### config.mk
export PLATFORM = sky130hd
export DESIGN_NAME = msp_uart_tx_flat
export DESIGN_NICKNAME = d
export VERILOG_FILES = /design/src/rtl/msp_pkg.sv /design/src/rtl/msp_uart_tx_if.sv /design/src/rtl/msp_byte_fifo.sv /design/src/rtl/msp_uart_tx.sv /design/src/flat_wrapper.sv
export SDC_FILE = /design/constraint.sdc
export NUM_CORES = 1
export LEC_CHECK = 0
export BUFFER_PORTS_ARGS = -buffer_cell sky130_fd_sc_hd__buf_4
export CORE_MARGIN = 2
export CORE_UTILIZATION = 25
export CTS_CLUSTER_DIAMETER = 200
export CTS_CLUSTER_SIZE = 24
export DETAILED_ROUTE_END_ITERATION = 7
export PLACE_DENSITY = 0.44
export SETUP_SLACK_MARGIN = 0.4
export SKIP_LAST_GASP = 1
export SLEW_MARGIN = 0
export SYNTH_ARGS = -nofsm -noshare
export SYNTH_HDL_FRONTEND = slang
export SYNTH_HIERARCHICAL = 1
export SYNTH_SLANG_ARGS = --single-unit
### constraint.sdc
create_clock -name clk -period 6.79 [get_ports clk]
set_input_delay 0.3395 -clock clk [delete_from_list [all_inputs] [get_ports clk]]
set_output_delay 0.3395 -clock clk [all_outputs]
set_load 0.005 [all_outputs]
### src/rtl/msp_pkg.sv
// Shared MSP UART definitions: serializer state encoding and default bit timing.
package msp_pkg;

  typedef enum logic [1:0] {
    S_IDLE,
    S_START,
    S_DATA,
    S_STOP
  } uart_tx_state_t;

  // 72 MHz / 115200 baud
  localparam int unsigned MSP_UART_CLKS_PER_BIT = 625;

endpackage

### src/rtl/msp_uart_tx_if.sv
// Valid/ready byte stream from the MSP response framer to the UART transmitter.
interface msp_uart_tx_if;
  logic [7:0] tx_data;
  logic       tx_valid;
  logic       tx_ready;

  modport master (output tx_data, output tx_valid, input  tx_ready);
  modport slave  (input  tx_data, input  tx_valid, output tx_ready);
endinterface

### src/rtl/msp_byte_fifo.sv
// Synchronous show-ahead FIFO; push when full and pop when empty are ignored.
module msp_byte_fifo #(
  parameter int unsigned WIDTH = 8,
  parameter int unsigned DEPTH = 32
) (
  input  logic                     clk,
  input  logic                     rst,
  input  logic                     push,
  input  logic                     pop,
  input  logic [WIDTH-1:0]         wdata,
  output logic [WIDTH-1:0]         rdata,
  output logic                     full,
  output logic                     empty,
  output logic [$clog2(DEPTH):0]   level
);
  localparam int unsigned AW = $clog2(DEPTH);

  logic [WIDTH-1:0] mem [DEPTH];
  logic [AW-1:0]    wr_ptr;
  logic [AW-1:0]    rd_ptr;
  logic             do_push;
  logic             do_pop;

  assign full    = (level == (AW+1)'(DEPTH));
  assign empty   = (level == '0);
  assign do_push = push && !full;
  assign do_pop  = pop && !empty;
  assign rdata   = mem[rd_ptr];

  always_ff @(posedge clk) begin
    if (do_push) mem[wr_ptr] <= wdata;
  end

  // Pointers wrap naturally because DEPTH is a power of two.
  always_ff @(posedge clk) begin
    if (rst) begin
      wr_ptr <= '0;
      rd_ptr <= '0;
      level  <= '0;
    end else begin
      if (do_push) wr_ptr <= wr_ptr + 1'b1;
      if (do_pop)  rd_ptr <= rd_ptr + 1'b1;
      case ({do_push, do_pop})
        2'b10:   level <= level + 1'b1;
        2'b01:   level <= level - 1'b1;
        default: level <= level;
      endcase
    end
  end

endmodule

### src/rtl/msp_uart_tx.sv
// Buffered 8N1 UART transmitter: byte FIFO feeding an LSB-first serializer.
module msp_uart_tx
  import msp_pkg::*;
#(
  parameter int unsigned CLKS_PER_BIT = MSP_UART_CLKS_PER_BIT,
  parameter int unsigned FIFO_DEPTH   = 32
) (
  input  logic                          clk,
  input  logic                          rst,
  msp_uart_tx_if.slave                  tx,
  output logic                          uart_txd,
  output logic                          frame_done,
  output logic [$clog2(FIFO_DEPTH):0]   fifo_level,
  output logic                          busy
);
  localparam int unsigned CW = $clog2(CLKS_PER_BIT);
  localparam logic [CW-1:0] LAST = CW'(CLKS_PER_BIT - 1);

  uart_tx_state_t state, state_n;
  logic [CW-1:0]  cnt, cnt_n;
  logic [2:0]     bit_idx, bit_idx_n;
  logic [7:0]     shift_reg, shift_n;
  logic           txd_n;
  logic           pop;
  logic           done;
  logic           fifo_full;
  logic           fifo_empty;
  logic [7:0]     fifo_rdata;

  assign tx.tx_ready = !fifo_full && !rst;
  assign frame_done  = done && !rst;
  assign busy        = (state != S_IDLE) || (fifo_level != '0);

  msp_byte_fifo #(
    .WIDTH (8),
    .DEPTH (FIFO_DEPTH)
  ) u_fifo (
    .clk   (clk),
    .rst   (rst),
    .push  (tx.tx_valid && tx.tx_ready),
    .pop   (pop),
    .wdata (tx.tx_data),
    .rdata (fifo_rdata),
    .full  (fifo_full),
    .empty (fifo_empty),
    .level (fifo_level)
  );

  always_ff @(posedge clk) begin
    if (rst) begin
      state     <= S_IDLE;
      cnt       <= '0;
      bit_idx   <= '0;
      shift_reg <= '0;
      uart_txd  <= 1'b1;
    end else begin
      state     <= state_n;
      cnt       <= cnt_n;
      bit_idx   <= bit_idx_n;
      shift_reg <= shift_n;
      uart_txd  <= txd_n;
    end
  end

  always_comb begin
    state_n   = state;
    cnt_n     = cnt;
    bit_idx_n = bit_idx;
    shift_n   = shift_reg;
    txd_n     = uart_txd;
    pop       = 1'b0;
    done      = 1'b0;
    case (state)
      S_IDLE: begin
        if (!fifo_empty) begin
          pop     = 1'b1;
          shift_n = fifo_rdata;
          txd_n   = 1'b0;
          cnt_n   = '0;
          state_n = S_START;
        end
      end
      S_START: begin
        if (cnt == LAST) begin
          txd_n     = shift_reg[0];
          bit_idx_n = '0;
          cnt_n     = '0;
          state_n   = S_DATA;
        end else begin
          cnt_n = cnt + 1'b1;
        end
      end
      S_DATA: begin
        if (cnt == LAST) begin
          cnt_n = '0;
          if (bit_idx == 3'd7) begin
            txd_n   = 1'b1;
            state_n = S_STOP;
          end else begin
            shift_n   = shift_reg >> 1;
            txd_n     = shift_reg[1];
            bit_idx_n = bit_idx + 1'b1;
          end
        end else begin
          cnt_n = cnt + 1'b1;
        end
      end
      S_STOP: begin
        if (cnt == LAST) begin
          done  = 1'b1;
          cnt_n = '0;
          // Chain straight into the next start bit so queued bytes leave no idle gap.
          if (!fifo_empty) begin
            pop     = 1'b1;
            shift_n = fifo_rdata;
            txd_n   = 1'b0;
            state_n = S_START;
          end else begin
            state_n = S_IDLE;
          end
        end else begin
          cnt_n = cnt + 1'b1;
        end
      end
      default: state_n = S_IDLE;
    endcase
  end

endmodule

### src/flat_wrapper.sv
// flat-port wrapper written by rule: the top's interface ports become plain ports
module msp_uart_tx_flat import msp_pkg::*;
#(
  parameter int unsigned CLKS_PER_BIT = MSP_UART_CLKS_PER_BIT,
  parameter int unsigned FIFO_DEPTH   = 32
)
  (clk, rst, uart_txd, frame_done, fifo_level, busy, tx_tx_data, tx_tx_valid, tx_tx_ready);
  msp_uart_tx_if tx_i ();
  input  logic clk;
  input  logic rst;
  output logic uart_txd;
  output logic frame_done;
  output logic [$clog2(FIFO_DEPTH):0] fifo_level;
  output logic busy;
  input wire logic [$bits(tx_i.tx_data)-1:0] tx_tx_data;
  input wire logic [$bits(tx_i.tx_valid)-1:0] tx_tx_valid;
  output wire logic [$bits(tx_i.tx_ready)-1:0] tx_tx_ready;
  assign tx_i.tx_data = tx_tx_data;
  assign tx_i.tx_valid = tx_tx_valid;
  assign tx_tx_ready = tx_i.tx_ready;
  msp_uart_tx #(.CLKS_PER_BIT(CLKS_PER_BIT), .FIFO_DEPTH(FIFO_DEPTH)) u_core (.clk(clk), .rst(rst), .tx(tx_i), .uart_txd(uart_txd), .frame_done(frame_done), .fifo_level(fifo_level), .busy(busy));
endmodule
==> metrics.txt <==
final max-slew violation count=0; f_max=0.258 GHz; Via Count=6,677; Crit path top cell by count=ha_1; Buf+Inv Stages, Crit Path=1; crit path cell chain=or3_1 > nor3_1 > a211oi_1 > o31ai_4 > inv_1 > ha_1 > xor2_1 > ha_1 > a21oi_1 > a32oi_1 > a31oi_1 > mux2_2; max reg flops=256; min cycle time layout=3.88 ns; Seq cells post-synth=301; R2R Setup Slk=2.91 ns; netlist area before placement=12,600 sq um; Wirelength per Cell=18.7 microns; Sequential Area=8590 sq um; RSZ-0062 raised after global routing=no; worst-path maximum fanout=14; Setup CP Type=flip-flop to flip-flop; Num CTS Buffers=16; gr usage total=10.5%; Final Hold Fails=0; hold buffers post-CTS=0; Min-Delay Path Class=input port to flip-flop; Worst Hold End=u_core/u_fifo/mem[28][7]; # DRC=0; Die W=229 microns; Synth top area share=60.9%; Tot Pwr=3990 uW; pin count of the biggest net entering global routing=46; io pins=21; filler instances=5,066; MaxCap Viol Count=0; Skew-Pair Late Insertion Delay=0.51 ns; r2r startpoint=u_core/u_fifo/level[2]; YS warnings=6; Core ar.=50,000 sq um; Congestion Overflow GR=0; VDD IR-drop max=0.000174 V; share of cells above drive strength 1=9.09%; Final setup viols=0; Critical Path RT=7.19 ns; Mean Syn Cell Area=15.6 sq um; Antenna diodes=0; H-tree Lvls=1; Worst-Margin Slew=1.09 ns; DRT iter0 DRCs=534; fin nets=833; initial core utilization=25.3%; Crit. Startpoint=u_core/u_fifo/level[2]; # Post-CTS Setup Buffers=0; first-pass GRT wire length=42,200 microns; critical path arrival=4.28 ns; outcome=finished clean; Syn Nets=837; Primary FF master, synth=edfxtp_1; number of flops mapped to enable cells by yosys=256; Worst Reg2Reg Path Length in Cells=12; CP max stage delay=0.59 ns; DRT Wirelength=27,800 microns; Layout Skew=0.0268 ns; worst hold path depth=1; crit share post-route=57.2%; post-DR vias/cell=4.49; area of the multi-input gates=3700 sq um; crit path max-delay cell type=nor3_1; die area=52,300 sq um; area delta synth->final=9.81%; worst hold slack=0.251 ns; Final ANT Viol Nets=0; crit end category=flip-flop; Synth area leader=edfxtp_1; gp weighted congestion=0.778; die span in y=229 microns; HPWL Detailed=17,300 microns; port bufs=20; Rows=82; RR Endpoint=u_core/u_fifo/level[4]; Netlist cell types=72; clk buf depth=3; Worst setup SP type=flip-flop; Top delay family on crit path=simple AND/OR/NAND/NOR gates; Seq/Total Area, Yosys=68.0%; CTS sink count=301; PwrDens=288 nW/um^2; vias in the first global route=6,623; Syn Inst Count=808; initial antenna violation count=0; setup_tns=0 ns; TritonRoute pass-1 iters=5; CTS tree=done; share of synthesized registers carrying an async set or reset=0%; top cells by area, synth=edfxtp_1 (61%), dfxtp_1 (7.1%), mux2i_1 (5.9%); Root Driver=clkbuf_16; post-CTS sizing=0; Reg clk slew, reported paths=0.10 ns; Hold Startpoint=tx_tx_data[7]; cell leakage power=0.00410 uW; slew margin rel.=26.9%
[cell families after synthesis]
family	synth area share, %
flip-flops	68.0
AND/OR/NAND/NOR	7.34
AO/OA/AOI/OAI	7.23
multiplexers	12.1
buffers and inverters	2.73
adder cells (fa/ha/maj)	1.78
XOR/XNOR	0.832
[cells in the mapped netlist, types with 3 or more instances]
cell / count
buf_2: 14
inv_1: 19
a22o_1: 8
a221oi_1: 9
a31oi_1: 7
mux2i_1: 74
nor2b_1: 4
edfxtp_1: 256
a21oi_1: 18
buf_1: 3
nand4_1: 4
nand2_1: 24
mux4_2: 18
or3_1: 10
o21ai_0: 16
o31ai_1: 4
nor2_1: 61
nand3_1: 42
xnor2_1: 4
a311oi_1: 3
nand2b_1: 4
ha_1: 18
xor2_1: 8
nand3b_1: 6
clkbuf_1: 20
nor3_1: 5
a22oi_1: 32
and2_1: 3
mux4_1: 14
buf_6: 5
dfxtp_1: 45
[final cells by class]
| class | instances | share of cell area [%] |
|---|---|---|
| repair buffers | 25 | 1.35 |
| clock buffers | 27 | 3.34 |
| well taps | 672 | 6.06 |
| flip-flops and latches | 301 | 62.0 |
| clock inverters | 1 | 0.117 |
| inverters | 19 | 0.514 |
| multi-input cells | 441 | 26.7 |
[cells in the final DEF, fill, tap and decap left out, types with 5 or more instances in the layout]
cell and count:
edfxtp_1 256, mux2i_1 74, nor2_1 61, dfxtp_1 43
nand3_1 42, a22oi_1 32, buf_4 25, nand2_1 24
inv_1 19, a21oi_1 18, ha_1 18, mux4_2 18
clkbuf_16 17, o21ai_0 16, mux4_1 14, clkbuf_1 10
or3_1 10, a221oi_1 9, xor2_1 8, a22o_1 8
a31oi_1 7, nand3b_1 6, nor3_1 5
[worst reg2reg max path: stages (launching register included)]
cell and delay, ns:
dfxtp_1 0.45, or3_1 0.57, nor3_1 0.59, a211oi_1 0.25
o31ai_4 0.16, inv_1 0.11, ha_1 0.35, xor2_1 0.20
ha_1 0.20, a21oi_1 0.24, a32oi_1 0.14, a31oi_1 0.18
mux2_2 0.35
[metal layers]
metal	share of wire [%]	vias up	global-route usage [%]	routed length, microns
met5	0	-	0	0
met4	1.8	0	2.29	490
met3	2.8	29	1.24	788
met2	49	81	17.7	13600
met1	47	3413	14.5	13000
li1	-	3154	-	-
[how the worst max path moves through the flow]
stage	to	slack [ns]	depth (start not counted)
floorplan	u_core/u_fifo/level[4]	3.31	16
global route	u_core/u_fifo/level[4]	2.46	15
detailed placement	u_core/u_fifo/level[4]	2.94	12
global placement	u_core/u_fifo/level[4]	3.03	15
CTS	u_core/u_fifo/level[4]	2.91	12
finish	u_core/u_fifo/level[4]	2.91	12
[stage by stage]
step | setup slack, ns | area (sq um) | util [%] | cells
after global placement | 3.03 | 13400 | 26.8 | 1458
after floorplan | 3.31 | 12600 | - | 808
after CTS | 2.91 | 13900 | 27.8 | 1486
after detailed placement | 2.94 | 13400 | 26.8 | 1458
final | 2.91 | 13900 | 27.8 | 1486
after global routing | 2.46 | 13900 | 27.8 | 1486
[report_power, final]
part	total, uW	switching (uW)	leakage (uW)	internal (uW)
clock	1070	592	0.000228	477
sequential	2110	54.5	0.00267	2060
combinational	813	490	0.00120	323
total	3990	1140	0.00410	2860
Note: power is estimated with default switching activity, not from simulation.
